==> config.mk <==
export PLATFORM = sky130hd
export DESIGN_NAME = tank_pump_sched
export DESIGN_NICKNAME = d
export VERILOG_FILES = /design/src/rtl/tank_pkg.sv /design/src/rtl/tank_rr_arb.sv /design/src/rtl/tank_pump_sched.sv
export SDC_FILE = /design/constraint.sdc
export NUM_CORES = 1
export LEC_CHECK = 0
export BUFFER_PORTS_ARGS = -buffer_cell sky130_fd_sc_hd__buf_2
export CAP_MARGIN = 30
export CORE_UTILIZATION = 50
export CTS_BUF_LIST = sky130_fd_sc_hd__clkbuf_8 sky130_fd_sc_hd__clkbuf_16
export DETAILED_ROUTE_END_ITERATION = 10
export GPL_ROUTABILITY_DRIVEN = 0
export PLACE_DENSITY_LB_ADDON = 0.08
export SETUP_SLACK_MARGIN = 0.1
export SLEW_MARGIN = 20
export SYNTH_ARGS = -nofsm -noshare
export SYNTH_HDL_FRONTEND = slang
export SYNTH_HIERARCHICAL = 1
export SYNTH_SLANG_ARGS = --single-unit
==> constraint.sdc <==
create_clock -name clk -period 4.17 [get_ports clk]
set_input_delay 0.2085 -clock clk [delete_from_list [all_inputs] [get_ports clk]]
set_output_delay 0.2085 -clock clk [all_outputs]
set_load 0.01 [all_outputs]
==> src/rtl/tank_pkg.sv <==
// Shared types, default constants and helpers for the tank pump scheduler.
package tank_pkg;

  localparam int DEF_N_TANKS    = 4;
  localparam int DEF_SETTLE_CYC = 4;
  localparam int DEF_MIN_RUN    = 16;
  localparam int DEF_MAX_RUN    = 1024;

  // Widest supported tank vector and the index width needed to address it.
  localparam int MAX_TANKS = 16;
  localparam int IDX_MAX_W = 4;

  typedef enum logic [1:0] {
    ST_IDLE   = 2'd0,
    ST_SETTLE = 2'd1,
    ST_FILL   = 2'd2
  } tank_state_e;

  // Index of the set bit in a one-hot vector (zero when the vector is empty).
  function automatic logic [IDX_MAX_W-1:0] onehot_to_idx(input logic [MAX_TANKS-1:0] oh);
    logic [IDX_MAX_W-1:0] idx;
    idx = '0;
    for (int i = 0; i < MAX_TANKS; i++) begin
      idx = idx | (oh[i] ? IDX_MAX_W'(i) : {IDX_MAX_W{1'b0}});
    end
    return idx;
  endfunction

endpackage

==> src/rtl/tank_rr_arb.sv <==
// Combinational round-robin arbiter: the search starts at last_grant+1 and
// wraps, so the most recently served tank has the lowest priority.
module tank_rr_arb #(
  parameter int N     = 4,
  parameter int IDX_W = $clog2(N)
) (
  input  logic [N-1:0]     req_i,
  input  logic [IDX_W-1:0] last_grant_i,
  input  logic             en_i,
  output logic [N-1:0]     grant_o,
  output logic             valid_o
);

  logic [N-1:0]     grant_s;
  logic [IDX_W-1:0] idx_s;
  logic             hit_s;
  logic             found_s;

  // Walk the tanks in rotated order and keep the first requester only.
  always_comb begin
    grant_s = '0;
    found_s = 1'b0;
    idx_s   = '0;
    hit_s   = 1'b0;
    for (int off = 1; off <= N; off++) begin
      idx_s          = IDX_W'((int'(last_grant_i) + off) % N);
      hit_s          = en_i & ~found_s & req_i[idx_s];
      grant_s[idx_s] = hit_s;
      found_s        = found_s | hit_s;
    end
  end

  assign grant_o = grant_s;
  assign valid_o = |grant_s;

endmodule

==> src/rtl/tank_pump_sched.sv <==
// Shared-pump scheduler: grants one pump to low tanks in round-robin order,
// opens the tank's valve, lets it settle, then pumps until the high mark,
// a minimum run is met, or a timeout latches a fault.
// Optional build macro TANK_SENSOR_SYNC_EN adds a 2-flop synchronizer on
// the lo/hi sensor inputs (2 extra cycles of sensor latency).
module tank_pump_sched
  import tank_pkg::*;
#(
  parameter int N_TANKS    = DEF_N_TANKS,
  parameter int SETTLE_CYC = DEF_SETTLE_CYC,
  parameter int MIN_RUN    = DEF_MIN_RUN,
  parameter int MAX_RUN    = DEF_MAX_RUN
) (
  input  logic               clk,
  input  logic               rst,
  input  logic               en,
  input  logic [N_TANKS-1:0] lo,
  input  logic [N_TANKS-1:0] hi,
  input  logic [N_TANKS-1:0] fault_clr,
  output logic [N_TANKS-1:0] valve_sel,
  output logic               pump_on,
  output logic               busy,
  output logic [N_TANKS-1:0] fault
);

  localparam int IDX_W = $clog2(N_TANKS);
  localparam int CNT_W = $clog2(MAX_RUN);

  localparam logic [CNT_W-1:0] SETTLE_LAST = CNT_W'(SETTLE_CYC - 1);
  localparam logic [CNT_W-1:0] MIN_LAST    = CNT_W'(MIN_RUN - 1);
  localparam logic [CNT_W-1:0] MAX_LAST    = CNT_W'(MAX_RUN - 1);

  tank_state_e        state_q;
  logic [N_TANKS-1:0] valve_q;
  logic               pump_q;
  logic               busy_q;
  logic [CNT_W-1:0]   cnt_q;
  logic [IDX_W-1:0]   last_grant_q;
  logic [N_TANKS-1:0] fault_q;
  logic [N_TANKS-1:0] fault_d;

  logic [N_TANKS-1:0] lo_s;
  logic [N_TANKS-1:0] hi_s;
  logic [N_TANKS-1:0] req_s;
  logic [N_TANKS-1:0] incons_s;
  logic [N_TANKS-1:0] grant_s;
  logic               grant_valid_s;
  logic [IDX_W-1:0]   grant_idx_s;
  logic               sel_hi_s;
  logic               sel_incons_s;
  logic               abort_s;
  logic               fill_done_s;
  logic               timeout_s;
  logic [N_TANKS-1:0] timeout_vec_s;

`ifdef TANK_SENSOR_SYNC_EN
  logic [N_TANKS-1:0] lo_meta_q;
  logic [N_TANKS-1:0] lo_sync_q;
  logic [N_TANKS-1:0] hi_meta_q;
  logic [N_TANKS-1:0] hi_sync_q;

  // Two-flop synchronizer; lo resets to "above low mark", hi to "below high"
  // so a reset never looks like a request or an inconsistency.
  always_ff @(posedge clk or negedge rst) begin
    if (!rst) begin
      lo_meta_q <= '1;
      lo_sync_q <= '1;
      hi_meta_q <= '0;
      hi_sync_q <= '0;
    end else begin
      lo_meta_q <= lo;
      lo_sync_q <= lo_meta_q;
      hi_meta_q <= hi;
      hi_sync_q <= hi_meta_q;
    end
  end

  assign lo_s = lo_sync_q;
  assign hi_s = hi_sync_q;
`else
  assign lo_s = lo;
  assign hi_s = hi;
`endif

  // A tank asks for water when it is below both marks and not faulted;
  // "below low but above high" can only be a broken sensor.
  assign req_s    = ~lo_s & ~hi_s & ~fault_q;
  assign incons_s = ~lo_s & hi_s;

  assign sel_hi_s     = hi_s[last_grant_q];
  assign sel_incons_s = incons_s[last_grant_q];

  tank_rr_arb #(
    .N     (N_TANKS),
    .IDX_W (IDX_W)
  ) u_arb (
    .req_i        (req_s),
    .last_grant_i (last_grant_q),
    .en_i         (en),
    .grant_o      (grant_s),
    .valid_o      (grant_valid_s)
  );

  assign grant_idx_s = IDX_W'(onehot_to_idx(MAX_TANKS'(grant_s)));

  // Exit conditions of the active fill; hi beats timeout because at the
  // last count the minimum run is always satisfied.
  always_comb begin
    abort_s     = 1'b0;
    fill_done_s = 1'b0;
    timeout_s   = 1'b0;
    if (state_q == ST_FILL) begin
      abort_s     = ~en | sel_incons_s;
      fill_done_s = sel_hi_s & (cnt_q >= MIN_LAST);
      timeout_s   = ~abort_s & ~fill_done_s & (cnt_q == MAX_LAST);
    end else if (state_q == ST_SETTLE) begin
      abort_s     = ~en;
      fill_done_s = 1'b0;
      timeout_s   = 1'b0;
    end else begin
      abort_s     = 1'b0;
      fill_done_s = 1'b0;
      timeout_s   = 1'b0;
    end
  end

  assign timeout_vec_s = {{(N_TANKS-1){1'b0}}, timeout_s} << last_grant_q;

  // Fault next state: sets (inconsistency or timeout) win over a clear.
  always_comb begin
    fault_d = (fault_q & ~fault_clr) | incons_s | timeout_vec_s;
  end

  // Latched per-tank faults.
  always_ff @(posedge clk or negedge rst) begin
    if (!rst) begin
      fault_q <= '0;
    end else begin
      fault_q <= fault_d;
    end
  end

  // Scheduler FSM with all pump/valve outputs registered alongside the state.
  always_ff @(posedge clk or negedge rst) begin
    if (!rst) begin
      state_q      <= ST_IDLE;
      valve_q      <= '0;
      pump_q       <= 1'b0;
      busy_q       <= 1'b0;
      cnt_q        <= '0;
      last_grant_q <= IDX_W'(N_TANKS - 1);
    end else begin
      case (state_q)
        ST_IDLE: begin
          if (grant_valid_s) begin
            state_q      <= ST_SETTLE;
            valve_q      <= grant_s;
            busy_q       <= 1'b1;
            cnt_q        <= '0;
            last_grant_q <= grant_idx_s;
          end else begin
            state_q <= ST_IDLE;
          end
        end
        ST_SETTLE: begin
          if (abort_s) begin
            state_q <= ST_IDLE;
            valve_q <= '0;
            pump_q  <= 1'b0;
            busy_q  <= 1'b0;
            cnt_q   <= '0;
          end else if (cnt_q == SETTLE_LAST) begin
            state_q <= ST_FILL;
            pump_q  <= 1'b1;
            cnt_q   <= '0;
          end else begin
            cnt_q <= cnt_q + CNT_W'(1);
          end
        end
        ST_FILL: begin
          if (abort_s || fill_done_s || timeout_s) begin
            state_q <= ST_IDLE;
            valve_q <= '0;
            pump_q  <= 1'b0;
            busy_q  <= 1'b0;
            cnt_q   <= '0;
          end else begin
            cnt_q <= cnt_q + CNT_W'(1);
          end
        end
        default: begin
          state_q <= ST_IDLE;
          valve_q <= '0;
          pump_q  <= 1'b0;
          busy_q  <= 1'b0;
          cnt_q   <= '0;
        end
      endcase
    end
  end

  assign valve_sel = valve_q;
  assign pump_on   = pump_q;
  assign busy      = busy_q;
  assign fault     = fault_q;

endmodule
Word level (Yosys, flattened, before mapping)

Cells that the tools add are included.

Input bits: 15
Flip-flop bits (word level): 24
Output and inout bits: 10
Word-level logic and storage cells: 127

Reduce and logical (&&, ||, !) cells: 12
Add/sub/neg operators: 5
Order comparisons: 10
Shift operators: 1
Muxes and demuxes: 51
Bitwise logic cells: 33
Eq/ne operators: 8

Operators by type and width:

| kind                  | count |
|---|---|
| $mux 10               | 4 |
| $pmux 10 s3           | 1 |
| $mux 1                | 21 |
| $and 4x4->4           | 5 |
| $not 4->4             | 4 |
| $lt 2x3->1 const B    | 5 |
| $bmux 1 s2            | 6 |
| $bwmux 4              | 3 |
| $mux 4                | 3 |
| $pmux 4 s3            | 1 |
| $add 10x1->10 const B | 1 |
| $and 1x1->1           | 10 |
| $eq 10x10->1 const B  | 1 |
| $eq 10x2->1 const B   | 1 |
| $ge 10x4->1 const B   | 1 |
| $mux 2                | 5 |
| $demux 1 s2           | 4 |
| $ge 2x1->1 const B    | 4 |
| $or 4x4->4            | 2 |
| $not 1->1             | 7 |
| $pmux 1 s3            | 2 |
| $pmux 2 s3            | 1 |
| $reduce_and 3->1      | 2 |
| $add 2x1->2 const B   | 2 |
| other kinds (15)      | 24 |

Longest topological paths before layout

Depth after elaboration: 21
Depth in mapped cells: 13

Modules after synthesis

The synthesis kept the hierarchy.

Modules (own cells, without submodules):

| module          | area an instance (µm²) | seq. area each (µm²) | cells each | instances |
|---|---|---|---|---|
| tank_pump_sched | 1418.9                 | 603.1                | 159        | 1 |
| tank_rr_arb     | 490.5                  | 0.0                  | 50         | 1 |

Least setup slack after synthesis

Ideal clock, no wire load.

Path type: register -> register
From: register last_grant_q[0]
To: register cnt_q[6]
Period minus slack after synthesis: 3532 ps
Arrival: 3431 ps
Path slack: 638 ps
Setup time: 101 ps
Required time: 4069 ps
Stages on the path, launching flop included: 13
Buffers on the path: 3
Path through: dfstp_2 -> buf_6 -> inv_1 -> ha_1 -> mux4_1 -> o21ai_1 -> o311ai_1 -> or4_1 -> nor2b_1 -> clkbuf_1 -> clkbuf_1 -> nand2_1 -> o311ai_2

Cells in the longest elaborated chain, start to end: 18
Elaborated cells between the ends (all ways): 68
Those cells by class: 4 x add/sub; 8 x order compare; 1 x eq/ne; 29 x mux; 19 x bitwise; 7 x reduce/logical

RTL lines:

| what                            | RTL line               | source |
|---|---|---|
| from (decl)                     | tank_pump_sched.sv:38  | `logic [IDX_W-1:0] last_grant_q;` |
| from (signal assigned)          | tank_pump_sched.sv:151 | `last_grant_q <= IDX_W'(N_TANKS - 1);` |
| from (signal assigned)          | tank_pump_sched.sv:160 | `last_grant_q <= grant_idx_s;` |
| $add 2x1->2                     | tank_rr_arb.sv:26      | `idx_s = IDX_W'((int'(last_grant_i) + off) % N);` |
| $bmux 1 s2                      | tank_rr_arb.sv:27      | `hit_s = en_i & ~found_s & req_i[idx_s];` |
| $mux 1 (implied by the code)    | tank_rr_arb.sv:27      |  |
| $and 1x1->1                     | tank_rr_arb.sv:27      |  |
| $not 1->1                       | tank_rr_arb.sv:27      |  |
| $and 1x1->1 (2 in a row)        | tank_rr_arb.sv:27      |  |
| $or 1x1->1                      | tank_rr_arb.sv:29      | `found_s = found_s \| hit_s;` |
| $not 1->1                       | tank_rr_arb.sv:27      |  |
| $and 1x1->1 (2 in a row)        | tank_rr_arb.sv:27      |  |
| $or 1x1->1                      | tank_rr_arb.sv:29      |  |
| $not 1->1                       | tank_rr_arb.sv:27      |  |
| $and 1x1->1 (2 in a row)        | tank_rr_arb.sv:27      |  |
| $bwmux 4 (*)                    | tank_rr_arb.sv:28      | `grant_s[idx_s] = hit_s;` |
| net grant_s[3]                  | tank_pump_sched.sv:46  | `logic [N_TANKS-1:0] grant_s;` |
| $reduce_or 4->1 (*)             | tank_rr_arb.sv:34      | `assign valid_o = \|grant_s;` |
| net grant_valid_s               | tank_pump_sched.sv:47  | `logic grant_valid_s;` |
| $ne 2x2->1 (no source line) (*) | --                     |  |
| to (signal assigned)            | tank_pump_sched.sv:177 | `cnt_q <= cnt_q + CNT_W'(1);` |
| to (signal assigned)            | tank_pump_sched.sv:188 | `cnt_q <= cnt_q + CNT_W'(1);` |
| to (decl)                       | tank_pump_sched.sv:37  | `logic [CNT_W-1:0] cnt_q;` |

Mark *: on every way through the listed nets, which the timed path passes. The rest lies on a longest branch. The select of a mux whose other input is x is not followed.
A chain may end at the register's enable or synchronous reset.

Worst setup path in the final report

From: register last_grant_q[1]
To: register cnt_q[9]

Same word-level chain as after synthesis.

==> qor.txt <==
die area = 0.00407 mm²
Synth Area in XOR/XNOR = 0%
clk buf depth = 2
drt pass-1 iters = 4
# IOs = 25
Tcrit/Tclk final = 87.8%
Fin Setup TNS = 0 ps
gr usage total = 23.6%
mean post-synth cell area = 9.14 µm²
leak pwr = 0.888 nW
starting density of the core = 52.2%
main combinational cell family by area after synthesis = simple AND/OR/NAND/NOR gates
largest net degree at the start of global routing = 25
count of cell types in the netlist = 46
maximum vdd drop = 362 µV
H-tree levels = 1
Port-buffer cells = 24
Die Wd = 63.8 µm
GRT Residual Overflow = 0
area occupied by multi-input gates = 0.00118 mm²
TritonCTS clock tree = yes
Logic pwr share = 53.8%
vias = 1680
Synth Cell Area = 0.00191 mm²
Hold WC Path Type = in -> reg
CP Class = reg -> reg
outcome = finished clean
Detailed Route Iter0 Violations = 129
Routed Antenna Nets = 0
switch share = 43.1%
simple-gate portion of the synthesized area = 22.5%
critical path's top delay family = simple AND/OR/NAND/NOR gates
Compound-Gate Fraction of Synth Area = 21.8%
total of max-cap violations = 0
DR WL/cell = 15.3 µm
FF/Latch Area = 603 µm²
critical path startpoint category = flop
share of layout cells above drive strength 1 = 24.0%
Power Total = 1.01 mW
most used cell, CP = inv_1
Adder-Cell Fraction of Synth Area = 7.86%
pre-CTS WS = 562 ps
first-pass GRT wire length = 7.51 mm
crit-path max cell delay = 710 ps
slowest CP cell = dfstp_2
Post CTS Setup Buffer Count = 0
Net Sw Power = 0.436 mW
worst relative slew slack = 58.6%
die height = 63.8 µm
Cell Pwr Density = 475 mW/mm²
fin util = 58.1%
area grow syn2layout = 11.4%
clock sink count = 24
Core ar. = 0.00366 mm²
slew of the pin with the lowest slew margin = 617 ps
Post-synth EDFFs = 0
initial antenna violation count = 0
mux cell area share after synthesis = 9.63%
P_int = 0.575 mW
Top FF cell, synth = dfrtp_1
Peak Freq = 273 MHz
Setup WS post-layout = 511 ps
#FFs+latches synth = 24
Max Slew Vio Count = 0
# setup viols final = 0
CTS root buffer = clkbuf_8
RSZ-0062 raised after global routing = false
cells after synthesis = 209
row cnt = 22
CP bufs+invs = 2
vias in the first global route = 1568
ys async rst share = 100%
ant diodes = 0
Filler Cell Count = 323
post-layout minimum cycle time = 3660 ps
clock network fraction of total power = 15.9%
yosys warns = 6
sequential fraction of design power = 30.4%
CP endpoint kind = flop
clock transition at the registers of the reported paths = 90 ps
part of the Yosys area used for sequential elements = 31.6%
Vias/cell = 5.98
critical path fanouts, max = 15
Post-Route WL = 4.30 mm
fin nets = 261
skew final = 4.01 ps
CTS buffer count = 3
Worst Path Arrival = 3830 ps
clock latency at the later pin of the worst-skew pair = 270 ps
Final Hold Viols = 0
post-route DRC violation count = 0
Detailed Place HPWL = 3.24 mm
cells along the critical path = inv_1 -> ha_1 -> mux2_2 -> nor4_2 -> o21ai_1 -> o311ai_1 -> or4_1 -> inv_1 -> nand2_1 -> nand3_4 -> o311ai_2
Mapped Nets = 236
Req. time, crit path = 4340 ps
power by group through the flow:
stage               Clock, mW  Combinational (mW)  Sequential (mW)
floorplan                   0               0.388            0.329
finish                  0.160               0.544            0.307
detailed placement          0               0.535            0.310
global placement            0               0.528            0.307
global route            0.172               0.609            0.313
CTS                     0.165               0.540            0.307
through the flow:
step	instances	hold WS, ps	instance area (µm²)
after floorplan	209	-87.1	1910
after global placement	276	215	2060
after detailed placement	276	230	2060
after CTS	281	215	2130
after global routing	281	245	2130
final	281	217	2130
sequential cells by signal, summed over array words and instances, names as in the netlist:
name,count
pump_on,1
fault,4
valve_sel,4
busy,1
cnt_q,10
state_q,2
last_grant_q,2
worst min-delay path, cell delays in order:
cell	delay, ps
buf_2	90
inv_1	40
a21oi_1	50
o21ai_0	60
area by class of cell:
type                            instances  area share [%]
Sequential cell                        24            28.4
Inverter                               22            3.88
Clock buffer                            4            2.59
Multi-Input combinational cell        156            55.5
Timing Repair Buffer                   27            6.82
Tap cell                               48            2.82
synth_stat cells (all sizes together), types with 2 or more instances:
cell type  instances  share of area (%)
dfrtp             22                 29
inv               22                4.3
nand2             22                4.3
o21ai             22                6.2
ha                12                7.9
nand3             11                3.5
a21oi              7                1.8
nand3b             7                2.8
nor2               7                1.4
mux2               6                3.5
nor2b              6                2.4
nor3               6                1.6
o22ai              6                2.7
and3               5                1.6
mux4               5                6.1
a31oi              4                1.3
clkbuf             4               0.79
nand4              4                1.3
o311ai             4                3.0
buf                3                1.4
nor4               3                1.6
o211ai             3                1.2
a2111o             2                1.2
a211o              2               0.92
dfstp              2                2.8
o2111ai            2               0.92
worst paths after layout:
path | cells after the start | end | slack [ps] | startpoint
max | 11 | cnt_q[9]$_DFFE_PN0N_ | 510 | last_grant_q[1]$_DFFE_PN1P_
min | 4 | fault[0]$_DFF_PN0_ | 220 | fault_clr[0]
max reg2reg | 11 | cnt_q[9]$_DFFE_PN0N_ | 510 | last_grant_q[1]$_DFFE_PN1P_
min reg2reg | 2 | state_q[0]$_DFFE_PN0P_ | 520 | state_q[0]$_DFFE_PN0P_
max in group asynchronous | 2 | last_grant_q[0]$_DFFE_PN1P_ | 3350 | rst
min in group asynchronous | 2 | fault[1]$_DFF_PN0_ | 450 | rst
repair_timing:
item	in CTS	in global routing
resized for setup	0	0
hold buffers	1	0
endpoints found under the hold margin	22	0
per-layer routing:
| metal | track usage, % | up-vias | share of wire (%) |
|---|---|---|---|
| met5 | 0 | - | 0 |
| met4 | 4.55 | 0 | 0.40 |
| met3 | 4.46 | 2 | 5.1 |
| met2 | 35.0 | 58 | 44 |
| met1 | 35.5 | 801 | 50 |
| li1 | - | 819 | - |
cells in the final DEF, fill, tap and decap left out, types with 2 or more instances in the layout:
cell and instances:
inv_1 22, o211ai_1 3, o2111ai_1 2, o311ai_2 3
a21oi_1 7, dfstp_2 2, o21ai_2 2, ha_1 12
buf_2 24, a211o_1 2, o21ai_0 19, nor2b_1 5
nor3_1 6, nor4_2 2, a31oi_1 4, mux2_2 6
dfrtp_1 22, and3_1 5, clkbuf_8 4, nand3b_1 7
o22ai_1 5, nand3_1 10, nand4_1 4, buf_4 2
mux4_2 4, nor2_1 7, nand2_1 22
cell families after synthesis:
family                   after synthesis
AO/OA/AOI/OAI                         57
adder cells (fa/ha/maj)               12
buffers and inverters                 29
flip-flops                            24
multiplexers                          11
AND/OR/NAND/NOR                       76
(Power assumes the default switching activity.)
